==> config.mk <==
export PLATFORM = sky130hd
export DESIGN_NAME = hazard_ctrl
export DESIGN_NICKNAME = d
export VERILOG_FILES = /design/src/rtl/hazard_ctrl_pkg.sv /design/src/rtl/hazard_md_seq.sv /design/src/rtl/hazard_ctrl.sv
export SDC_FILE = /design/constraint.sdc
export NUM_CORES = 1
export LEC_CHECK = 0
export CAP_MARGIN = 30
export CORE_MARGIN = 5
export CORE_UTILIZATION = 60
export CTS_CLUSTER_DIAMETER = 50
export DETAILED_ROUTE_END_ITERATION = 6
export DONT_BUFFER_PORTS = 1
export GPL_TIMING_DRIVEN = 1
export PLACE_DENSITY = 0.76
export SKIP_LAST_GASP = 1
export SYNTH_ARGS = -nofsm -noshare
export SYNTH_HDL_FRONTEND = slang
export SYNTH_SLANG_ARGS = --single-unit
==> constraint.sdc <==
create_clock -name clk -period 2.7 [get_ports clk]
set_input_delay 0.54 -clock clk [delete_from_list [all_inputs] [get_ports clk]]
set_output_delay 0.54 -clock clk [all_outputs]
set_load 0.1 [all_outputs]
==> src/rtl/hazard_ctrl_pkg.sv <==
// Shared pipeline definitions for the hazard controller: forward-select
// encodings and the multi-cycle sequencer state type.
package hazard_ctrl_pkg;

   localparam logic [1:0] FWD_RF = 2'b00;
   localparam logic [1:0] FWD_W  = 2'b01;
   localparam logic [1:0] FWD_M  = 2'b10;

   typedef enum logic [1:0] {
      MD_IDLE = 2'd0,
      MD_REQ  = 2'd1,
      MD_WAIT = 2'd2
   } md_state_e;

endpackage

==> src/rtl/hazard_md_seq.sv <==
// Multi-cycle unit sequencer (IDLE -> REQ -> WAIT) plus the saturating
// stalled-cycle counter.
module hazard_md_seq
   import hazard_ctrl_pkg::*;
#(
   parameter int CNT_W = 16
) (
   input  logic             clk,
   input  logic             rst,
   input  logic             md_start_i,
   input  logic             md_done_i,
   input  logic             stall_f_i,
   output logic             md_req_o,
   output logic             md_busy_o,
   output logic             md_stall_o,
   output logic [CNT_W-1:0] stall_cnt_o
);

   md_state_e        state_q, state_d;
   logic [CNT_W-1:0] cnt_q, cnt_d;

   // State and counter registers; reset abandons any operation in flight.
   always_ff @(posedge clk or posedge rst) begin
      if (rst) begin
         state_q <= MD_IDLE;
         cnt_q   <= {CNT_W{1'b0}};
      end else begin
         state_q <= state_d;
         cnt_q   <= cnt_d;
      end
   end

   // Next state and busy stall; WAIT releases the stall in the md_done cycle.
   always_comb begin
      state_d    = state_q;
      md_stall_o = 1'b0;
      case (state_q)
         MD_IDLE: begin
            if (md_start_i) begin
               state_d    = MD_REQ;
               md_stall_o = 1'b1;
            end else begin
               state_d    = MD_IDLE;
            end
         end
         MD_REQ: begin
            state_d    = MD_WAIT;
            md_stall_o = 1'b1;
         end
         MD_WAIT: begin
            if (md_done_i) begin
               state_d    = MD_IDLE;
            end else begin
               md_stall_o = 1'b1;
            end
         end
         default: begin
            state_d    = MD_IDLE;
            md_stall_o = 1'b0;
         end
      endcase
   end

   // Saturating count of cycles with the fetch stage held.
   always_comb begin
      cnt_d = cnt_q;
      if (stall_f_i && (cnt_q != {CNT_W{1'b1}})) begin
         cnt_d = cnt_q + {{(CNT_W-1){1'b0}}, 1'b1};
      end else begin
         cnt_d = cnt_q;
      end
   end

   assign md_req_o    = (state_q == MD_REQ);
   assign md_busy_o   = (state_q != MD_IDLE);
   assign stall_cnt_o = cnt_q;

endmodule

==> src/rtl/hazard_ctrl.sv <==
// Pipeline hazard controller: forwarding, load-use/RAW stall, branch flush
// and multi-cycle op stall. Optional forwarding is enabled by HAZARD_FWD_EN.
module hazard_ctrl
   import hazard_ctrl_pkg::*;
#(
   parameter int REG_AW = 5,
   parameter int CNT_W  = 16
) (
   input  logic              clk,
   input  logic              rst,
   input  logic [REG_AW-1:0] rs1_D,
   input  logic [REG_AW-1:0] rs2_D,
   input  logic [REG_AW-1:0] rs1_E,
   input  logic [REG_AW-1:0] rs2_E,
   input  logic [REG_AW-1:0] rd_E,
   input  logic              regwrite_E,
   input  logic              load_E,
   input  logic [REG_AW-1:0] rd_M,
   input  logic [REG_AW-1:0] rd_W,
   input  logic              regwrite_M,
   input  logic              regwrite_W,
   input  logic              pcsrc_E,
   input  logic              md_start_E,
   input  logic              md_done,
   output logic              stall_F,
   output logic              stall_D,
   output logic              stall_E,
   output logic              flush_D,
   output logic              flush_E,
   output logic              flush_M,
   output logic [1:0]        fwdA_E,
   output logic [1:0]        fwdB_E,
   output logic              md_req,
   output logic              md_busy,
   output logic [CNT_W-1:0]  stall_cnt
);

   localparam logic [REG_AW-1:0] X0 = {REG_AW{1'b0}};

   logic md_stall_s;
   logic raw_s;
   logic load_use_s;

`ifdef HAZARD_FWD_EN
   // M result is newest, so it wins over W; x0 is never forwarded.
   function automatic logic [1:0] fwd_sel(input logic [REG_AW-1:0] rs);
      if (regwrite_M && (rd_M != X0) && (rd_M == rs)) begin
         return FWD_M;
      end else if (regwrite_W && (rd_W != X0) && (rd_W == rs)) begin
         return FWD_W;
      end else begin
         return FWD_RF;
      end
   endfunction

   assign fwdA_E = fwd_sel(rs1_E);
   assign fwdB_E = fwd_sel(rs2_E);
   assign raw_s  = 1'b0;
`else
   logic unused_s;

   assign fwdA_E   = FWD_RF;
   assign fwdB_E   = FWD_RF;
   // Without forwarding any E/M producer must stall; W is covered by the write-first register file.
   assign raw_s    = (regwrite_E && (rd_E != X0) && ((rd_E == rs1_D) || (rd_E == rs2_D))) ||
                     (regwrite_M && (rd_M != X0) && ((rd_M == rs1_D) || (rd_M == rs2_D)));
   assign unused_s = ^{rd_W, regwrite_W, rs1_E, rs2_E};
`endif

   assign load_use_s = (load_E && (rd_E != X0) && ((rd_E == rs1_D) || (rd_E == rs2_D))) || raw_s;

   // Control priority: busy stall, then branch flush, then load-use stall.
   always_comb begin
      stall_F = 1'b0;
      stall_D = 1'b0;
      stall_E = 1'b0;
      flush_D = 1'b0;
      flush_E = 1'b0;
      flush_M = 1'b0;
      if (md_stall_s) begin
         stall_F = 1'b1;
         stall_D = 1'b1;
         stall_E = 1'b1;
         flush_M = 1'b1;
      end else if (pcsrc_E) begin
         flush_D = 1'b1;
         flush_E = 1'b1;
      end else if (load_use_s) begin
         stall_F = 1'b1;
         stall_D = 1'b1;
         flush_E = 1'b1;
      end else begin
         stall_F = 1'b0;
      end
   end

   hazard_md_seq #(
      .CNT_W (CNT_W)
   ) u_md_seq (
      .clk         (clk),
      .rst         (rst),
      .md_start_i  (md_start_E),
      .md_done_i   (md_done),
      .stall_f_i   (stall_F),
      .md_req_o    (md_req),
      .md_busy_o   (md_busy),
      .md_stall_o  (md_stall_s),
      .stall_cnt_o (stall_cnt)
   );

endmodule

* Yosys cells after proc, flatten, opt, wreduce, memory -nomap -nowiden *
Index checks and enable logic that the tools add are counted.

operators by class
  magnitude comparators = 0
  shifts and indexed selects = 0
  div/mod/pow operators = 0
  mux-type cells = 14
  reductions and logical operators = 15
  equal/unequal tests = 8
  bitwise logic cells = 0
  multiply operators = 0
  add/subtract/negate cells = 1

operators with widths
  operator                                             count
  equality test 5 bit                                  4
  adder 16 x 1 -> 16 bit, second input constant        1
  != test 16 bit, second input constant                1
  2-to-1 mux 1 bit                                     11
  nonzero test 5 bit                                   2
  logical AND 1 bit                                    7
  case mux 2 bit (3 select lines)                      1
  logical OR 1 bit                                     4
  case mux 1 bit (3 select lines)                      1
  equality test 2 x 1 -> 1 bit, second input constant  1
  equality test 2 bit, second input constant           1
  zero test 2 bit                                      1
  2-to-1 mux 2 bit                                     1
  != test 2 bit, second input constant                 1
  nonzero test 2 bit                                   1

word-level totals
  register bits after elaboration = 18
  bits in latches = 0
  output and inout port bits = 28
  input port bits = 44
  memories kept = 0
  bits in writable memories = 0
  ROM bits = 0

* Longest topological paths before layout *
Gate-level depths: netlist (run 1).

  depth in word-level cells = 9
  depth in mapped cells = 9
  mapped depth without buffers = 8

* Cells and area by module *
Synthesis (run 1) repeated with hierarchy kept, for this count alone.

unflattened totals
  cell total of the unflattened synthesis = 128
  area total of the unflattened synthesis = 1258.7 µm²

modules (own cells, without submodules)
  module         instances  area an instance (µm²)  cells each
  hazard_md_seq  1          929.6                   81
  hazard_ctrl    1          329.1                   47

* Worst setup path before layout (run 1) *
Ideal clock, no wire load.

  path kind = input to output
  start = input rd_E[4]
  end = output stall_F
  slack = -1770 ps
  buffers on the path = 1
  stages on the path = 7
  arrival time = 3930 ps
  cells stage by stage = xnor2_1 nand3_1 o22ai_2 o221ai_2 o21a_1 o21ai_0 buf_4

between the ends
  word-level cells in the longest chain between the ends = 8

ends and longest elaborated chain
  what                                                              line                                  source
  from (decl)                                                       hazard_ctrl.sv:15                     input logic [REG_AW-1:0] rd_E,
  equality test 5 bit / nonzero test 5 bit (equally long branches)  hazard_ctrl.sv:65, hazard_ctrl.sv:70
  logical OR 1 bit / logical AND 1 bit (equally long branches)      hazard_ctrl.sv:65, hazard_ctrl.sv:70
  logical AND 1 bit                                                 hazard_ctrl.sv:65                     assign raw_s = (regwrite_E && (rd_E != X0) && ((rd_E == rs1_D) || (rd_E == rs2_D))) ||
  logical OR 1 bit                                                  hazard_ctrl.sv:65
  logical OR 1 bit *                                                hazard_ctrl.sv:70                     assign load_use_s = (load_E && (rd_E != X0) && ((rd_E == rs1_D) || (rd_E == rs2_D))) || raw_s;
  2-to-1 mux 1 bit * (3 in series)                                  -
  to (decl)                                                         hazard_ctrl.sv:25                     output logic stall_F,

Every way passes the cells marked *; elsewhere a longest branch is shown, timed or not.

* Worst setup path after layout (run 1) *
  start = register u_md_seq.state_q[0]
  end = output stall_E

between the ends
  word-level cells in the longest chain between the ends = 3

ends and longest elaborated chain
  what                                               line                 source
  from (decl)                                        hazard_md_seq.sv:19  md_state_e state_q, state_d;
  from (signal assigned)                             hazard_md_seq.sv:28  state_q <= state_d;
  equality test 2 bit, or another cell as far along  hazard_md_seq.sv:37  case (state_q)
  case mux 1 bit (3 select lines) *                  hazard_md_seq.sv:37
  2-to-1 mux 1 bit *                                 -
  to (decl)                                          hazard_ctrl.sv:27    output logic stall_E,

Marks and branches as above.

==> run metrics, run 1 <==
number of global-route vias before repair=1122; crit path launch type=register; data arrival time of the critical path=1900 ps; Async SR Flop Fraction=100.0%; Die Y=55.28 um; Synth-to-Final Area Change=21.46%; DRC=0; crit share post-route=90.52%; DRT Wirelength=2.780 mm; number of inserted diodes=0; H-Tree Level Count=1; first-iteration detailed-routing DRC count=26; detail-routed via count per cell=about 5.8; fin util=between 70% and 80%; result of the run=finished, final reports clean; final setup skew=7.593 ps; synthesized instance count=124; number of buffers on the longest clock path=2; achievable clock frequency=between 400 and 500 MHz; starting utilization of the core area=62.69%; final count of negative-setup-slack endpoints=0; fraction of layout cells with a size suffix above 1=28.28%; clock sinks=18; power per unit of standard cell area=1209 nW/um2; largest net degree at the start of global routing=19; number of max-cap violations=0; Reg2Reg Capture Point=u_md_seq.stall_cnt_o[10]; post-synth cell types=34; predominant post-synthesis flop cell=dfrtp_1; number of standard cells in the layout, taps in and fillers out=around 170; Post-Synth XOR/XNOR Area=24.92%; cells resized by post-CTS repair=0; cell area after technology mapping=1230 um2; per-cell routed wire length=16.16 um; most common cell after layout, fill and taps aside=xnor2_1; layout net count=192; unrepaired setup endpoints after global routing=false; x dimension of the die=55.28 um; flop-to-flop setup slack=540 ps; Skew-Pair Late Insertion Delay=just under 300 ps; combinational family with the most area after synthesis=XOR/XNOR gates; endpoint kind of the worst setup timing path=output pin; sequential fraction of the synthesis area=36.62%; TritonCTS Buffers=3; type of the worst setup path=reg -> out; Placement Rows=16; area of the core region=roughly 2000 um2; number of cells on the worst reg-to-reg path=9; number of synthesized register bits=18; CTS Hold Bufs=0; total leakage power=0.6540 nW; mean area per synthesized cell=roughly 9.9 um2; via count=993; commonest cells after routing, fill and taps aside=xnor2_1 (22), buf_4 (19), dfrtp_1 (18); first-pass detailed-route iteration total=4; antenna violations before repair=0; Overflow after GRT=0; final weighted congestion in routability-driven placement=0.7259; Worst Max-Slew Pin Slew=671.6 ps; critical path peak fanout=4; Pins Over Slew Limit=0; number of nets still failing antenna checks after routing=0; total half-perimeter wirelength after legalization and detailed placement=2.352 mm; area fraction in compound gates after synthesis=between 8 and 9%; Critical Path RT=2160 ps; post-synthesis simple-gate area fraction=21.46%; Syn. warnings=0; worst hold-check path type=in -> async; multiplexer area fraction after synthesis=0.9156%; die area=3055 um2; clock slew at reported path FFs=100 ps; global routing usage summed across all routing layers=approximately a fifth; number of hold violations in the final report=0; max-slew headroom at the worst pin=55.18%; clock tree from TritonCTS=yes; arithmetic-cell share of the synthesized area counting full adders, half adders and majority gates=1.017%; post-CTS setup buffers=0; number of enable-type register cells in the synthesized netlist=0; CTS Root Buffer Type=clkbuf_4; number of top-level pins=72; global-route wire length before repair=4.850 mm; cell count after placement=169; final critical delay including setup and external delays=2444 ps; maximum resistive drop on vdd=~1600 uV; count of input and output buffers=0; origin of the critical flop-to-flop path=u_md_seq.stall_cnt_o[0]
==> logic make-up (layout without fill, tap and decap cells) <==
logic type | count (synthesis) | in the layout
and+or+nand+nor | 44 | 44
xor gates and xnor gates | 35 | 35
DFF | 18 | 18
AOI/OAI and AO/OA | 12 | 12
buffers and inverters | 12 | 30
adders and majority gates | 1 | 1
other | 1 | 4
muxes | 1 | 1
==> power breakdown <==
part | leakage [nW] | switching (mW) | internal [mW] | total [mW]
sequential | 0.237 | 0.0404 | 0.332 | 0.372
clock | 0.0138 | 0.0766 | 0.0518 | 0.128
combinational | 0.404 | 1.01 | 0.296 | 1.31
total | 0.654 | 1.13 | 0.680 | 1.81
==> critical path, cell delays in order (launching register included) <==
cell and delay (ps):
dfrtp_1 430, or2_4 400, o21ai_4 250, clkinvlp_4 190, buf_4 350
==> metrics by stage <==
| stage | TNS [ps] | hold slack (ps) | total power [mW] | worst slack [ps] | area (um2) |
|---|---|---|---|---|---|
| 6_report | 0 | 226.7 | 1.807 | 256.0 | 1494 |
| 2_1_floorplan | -208.5 | 478.6 | 1.474 | -104.8 | 1289 |
| 4_1_cts | 0 | 240.8 | 1.819 | 239.0 | 1494 |
| 3_5_place_dp | 0 | 541.2 | 1.689 | 260.2 | 1471 |
| 5_1_grt | 0 | 273.5 | 1.881 | 181.5 | 1494 |
| 3_3_place_gp | 0 | 523.0 | 1.665 | 274.8 | 1471 |
==> how the worst max path moves through the flow <==
stage / from / end / depth (start not counted)
2_1_floorplan: u_md_seq.state_q[0] / flush_E / 4
3_3_place_gp: rd_E[1] / stall_F / 5
5_1_grt: u_md_seq.state_q[0] / flush_E / 5
6_report: u_md_seq.state_q[0] / stall_E / 4
3_5_place_dp: rd_E[1] / stall_D / 5
4_1_cts: u_md_seq.state_q[0] / stall_E / 4
==> synthesized netlist by cell type, types with 2 or more instances <==
library cell	n	share of area, %
and4_1	2	1.4
dfrtp_1	18	37
and3_1	2	1.0
nor2_1	6	1.8
inv_1	5	1.5
and2_1	2	1.0
nand3_1	6	2.4
xnor2_1	22	16
xor2_1	13	9.3
nor2b_1	2	1.0
o21ai_0	3	1.2
nand4_1	8	4.1
buf_4	6	3.7
and3_2	2	1.2
or4_1	2	1.2
nand2_1	6	1.8
nor3_1	2	0.81
==> layer usage <==
metal	wire length (um)	GRT usage, %
met2	1534	35.30
met5	0	0
met1	967	21.29
met3	234	5.128
met4	44	9.028
==> flip-flops by register name, indices dropped and copies added, names as in the netlist <==
signal and flops:
u_md_seq.stall_cnt_o 16, u_md_seq.state_q 2
==> layout make-up <==
type	count	area [um2]
Sequential cell	18	450.4
Timing Repair Buffer	22	202.7
Clock buffer	3	22.52
Fill cell	136	467.9
Multi-Input combinational cell	97	762.0
Tap cell	27	33.78
Inverter	5	22.52
No activity file was read; power rests on OpenSTA's default activity.
==> run 2: changes to the inputs <==
Settings changed: CORE_MARGIN 5 to 2.
==> run 2 against run 1 <==
Register-to-register slack about the same; non-clock buffer count unchanged; sequential power about the same; worst hold slack worse by 19 ps; critical path depth up 1; combinational power about the same; power up 0.35%; die area down 21%; design area unchanged.
==> run metrics, run 2 (synthesis results as in run 1) <==
result of the run=finished, final reports clean; layout net count=192 (unchanged); commonest cells after routing, fill and taps aside=xnor2_1 (22), buf_4 (19), dfrtp_1 (18); critical-path cell list=or2_4 -> o21ai_4 -> clkinvlp_4 -> a21oi_4 -> buf_12; antenna violations before repair=0 (unchanged); starting utilization of the core area=63.34% (+0.65 points); clock sinks=18 (unchanged); die area=2428 um2 (-21%); unrepaired setup endpoints after global routing=false; Skew-Pair Late Insertion Delay=300 ps (about the same); global routing usage summed across all routing layers=23.46% (+3.8 points); first-iteration detailed-routing DRC count=13 (-50%); Placement Rows=16 (unchanged); most common cell after layout, fill and taps aside=xnor2_1; number of cells on the worst reg-to-reg path=9 (unchanged); number of top-level pins=72 (unchanged); Top Family by Delay on Critical Path=compound AO/OA/AOI/OAI gates; flop-to-flop setup slack=550 ps (about the same); origin of the critical flop-to-flop path=u_md_seq.stall_cnt_o[0]; worst hold-check path type=in -> async; max-slew headroom at the worst pin=55.70% (+0.53 points); H-Tree Level Count=1 (unchanged); Buffers & Inverters on Critical Path=2 (unchanged); post-CTS setup buffers=0 (unchanged); total leakage power=0.6540 nW (about the same); worst setup slack after placement=256.7 ps (-3.501 ps); number of inserted diodes=0 (unchanged); per-cell routed wire length=15.38 um (-4.8%); final count of negative-setup-slack endpoints=0 (unchanged); number of max-cap violations=0 (unchanged); Reg2Reg Capture Point=u_md_seq.stall_cnt_o[15]; number of buffers on the longest clock path=2 (unchanged); clock tree from TritonCTS=yes; worst setup slack after layout=223.8 ps (-32.27 ps); crit path launch type=register; number of hold violations in the final report=0 (unchanged); global-route wire length before repair=4.333 mm (-11%); fraction of layout cells with a size suffix above 1=28.28% (unchanged); data arrival time of the critical path=1940 ps (+40 ps); critical path peak fanout=4 (unchanged); Die Y=49.28 um (-11%); achievable clock frequency=403.8 MHz (-1.3%); DRC=0 (unchanged); CTS Root Buffer Type=clkbuf_4; area of the core region=1942 um2 (-1.0%); clock slew at reported path FFs=100 ps (about the same); type of the worst setup path=reg -> out; final setup skew=4.492 ps (-3.102 ps); number of nets still failing antenna checks after routing=0 (unchanged); count of input and output buffers=0 (unchanged); CTS Hold Bufs=0 (unchanged); cells resized by post-CTS repair=0 (unchanged); largest net degree at the start of global routing=19 (unchanged); detail-routed via count per cell=5.773 (unchanged); final critical delay including setup and external delays=2476 ps (+32.27 ps); Synth-to-Final Area Change=21.46% (unchanged); TritonCTS Buffers=3 (unchanged); DRT Wirelength=2.646 mm (-4.8%); hold slack final=207.6 ps (-19.15 ps); final weighted congestion in routability-driven placement=0.7966 (+9.7%); Worst Max-Slew Pin Slew=663.7 ps (-7.925 ps); maximum resistive drop on vdd=1373 uV (-12%); first-pass detailed-route iteration total=4 (unchanged); Slowest cell on crit path=dfrtp_1; CP max stage delay=420 ps (about the same); endpoint kind of the worst setup timing path=output pin; Critical Path RT=2160 ps (about the same); crit share post-route=91.71% (+1.2 points); Overflow after GRT=0 (unchanged); power per unit of standard cell area=1214 nW/um2 (+0.35%); total half-perimeter wirelength after legalization and detailed placement=2.196 mm (-6.6%); number of flip-flops under the largest register name=16 (unchanged); number of global-route vias before repair=1037 (-7.6%); x dimension of the die=49.28 um (-11%); Pins Over Slew Limit=0 (unchanged); via count=993 (unchanged)
## run 2: metal layers
metal	track usage [%]	routed length, um
met5	0	0
met4	13.81	63
met3	6.748	196
met2	40.32	1340
met1	25.39	1046
## run 2: how the worst max path moves through the flow
stage | start | to | slack [ps] | cells past startpoint
after floorplan | u_md_seq.state_q[0] | flush_E | -100 | 4
after global placement | rd_E[1] | stall_F | 270 | 5
after detailed placement | rd_E[1] | stall_D | 260 | 5
after CTS | u_md_seq.state_q[0] | flush_E | 210 | 5
after global routing | u_md_seq.state_q[0] | flush_E | 150 | 5
final | u_md_seq.state_q[0] | flush_E | 220 | 5
## run 2: layout make-up
class | count | area, um2
multi-input combinational | 97 | 762.0
sequential | 18 | 450.4
fill | 140 | 447.9
timing repair buffer | 22 | 202.7
tap | 27 | 33.78
clock buffer | 3 | 22.52
inverter | 5 | 22.52
## run 2: where the power goes
part,switching [mW],internal (mW)
sequential,0.0402,0.332
clock,0.0850,0.0521
combinational,1.01,0.296
## run 2: per-stage QoR
stage | setup TNS, ps | power (mW) | cells | area [um2] | utilization [%]
after floorplan | -208.5 | 1.474 | 127 | 1289 | -
after global placement | 0 | 1.663 | 169 | 1471 | 75.77
after detailed placement | 0 | 1.684 | 169 | 1471 | 75.77
after CTS | 0 | 1.818 | 172 | 1494 | 76.93
after global routing | 0 | 1.875 | 172 | 1494 | 76.93
final | 0 | 1.813 | 172 | 1494 | 76.93
==> run 3: changes to the inputs <==
Settings changed: CAP_MARGIN 30 to not set.
==> results of run 3 <==
Final layout, timing and power as in run 2 (identical DEF).
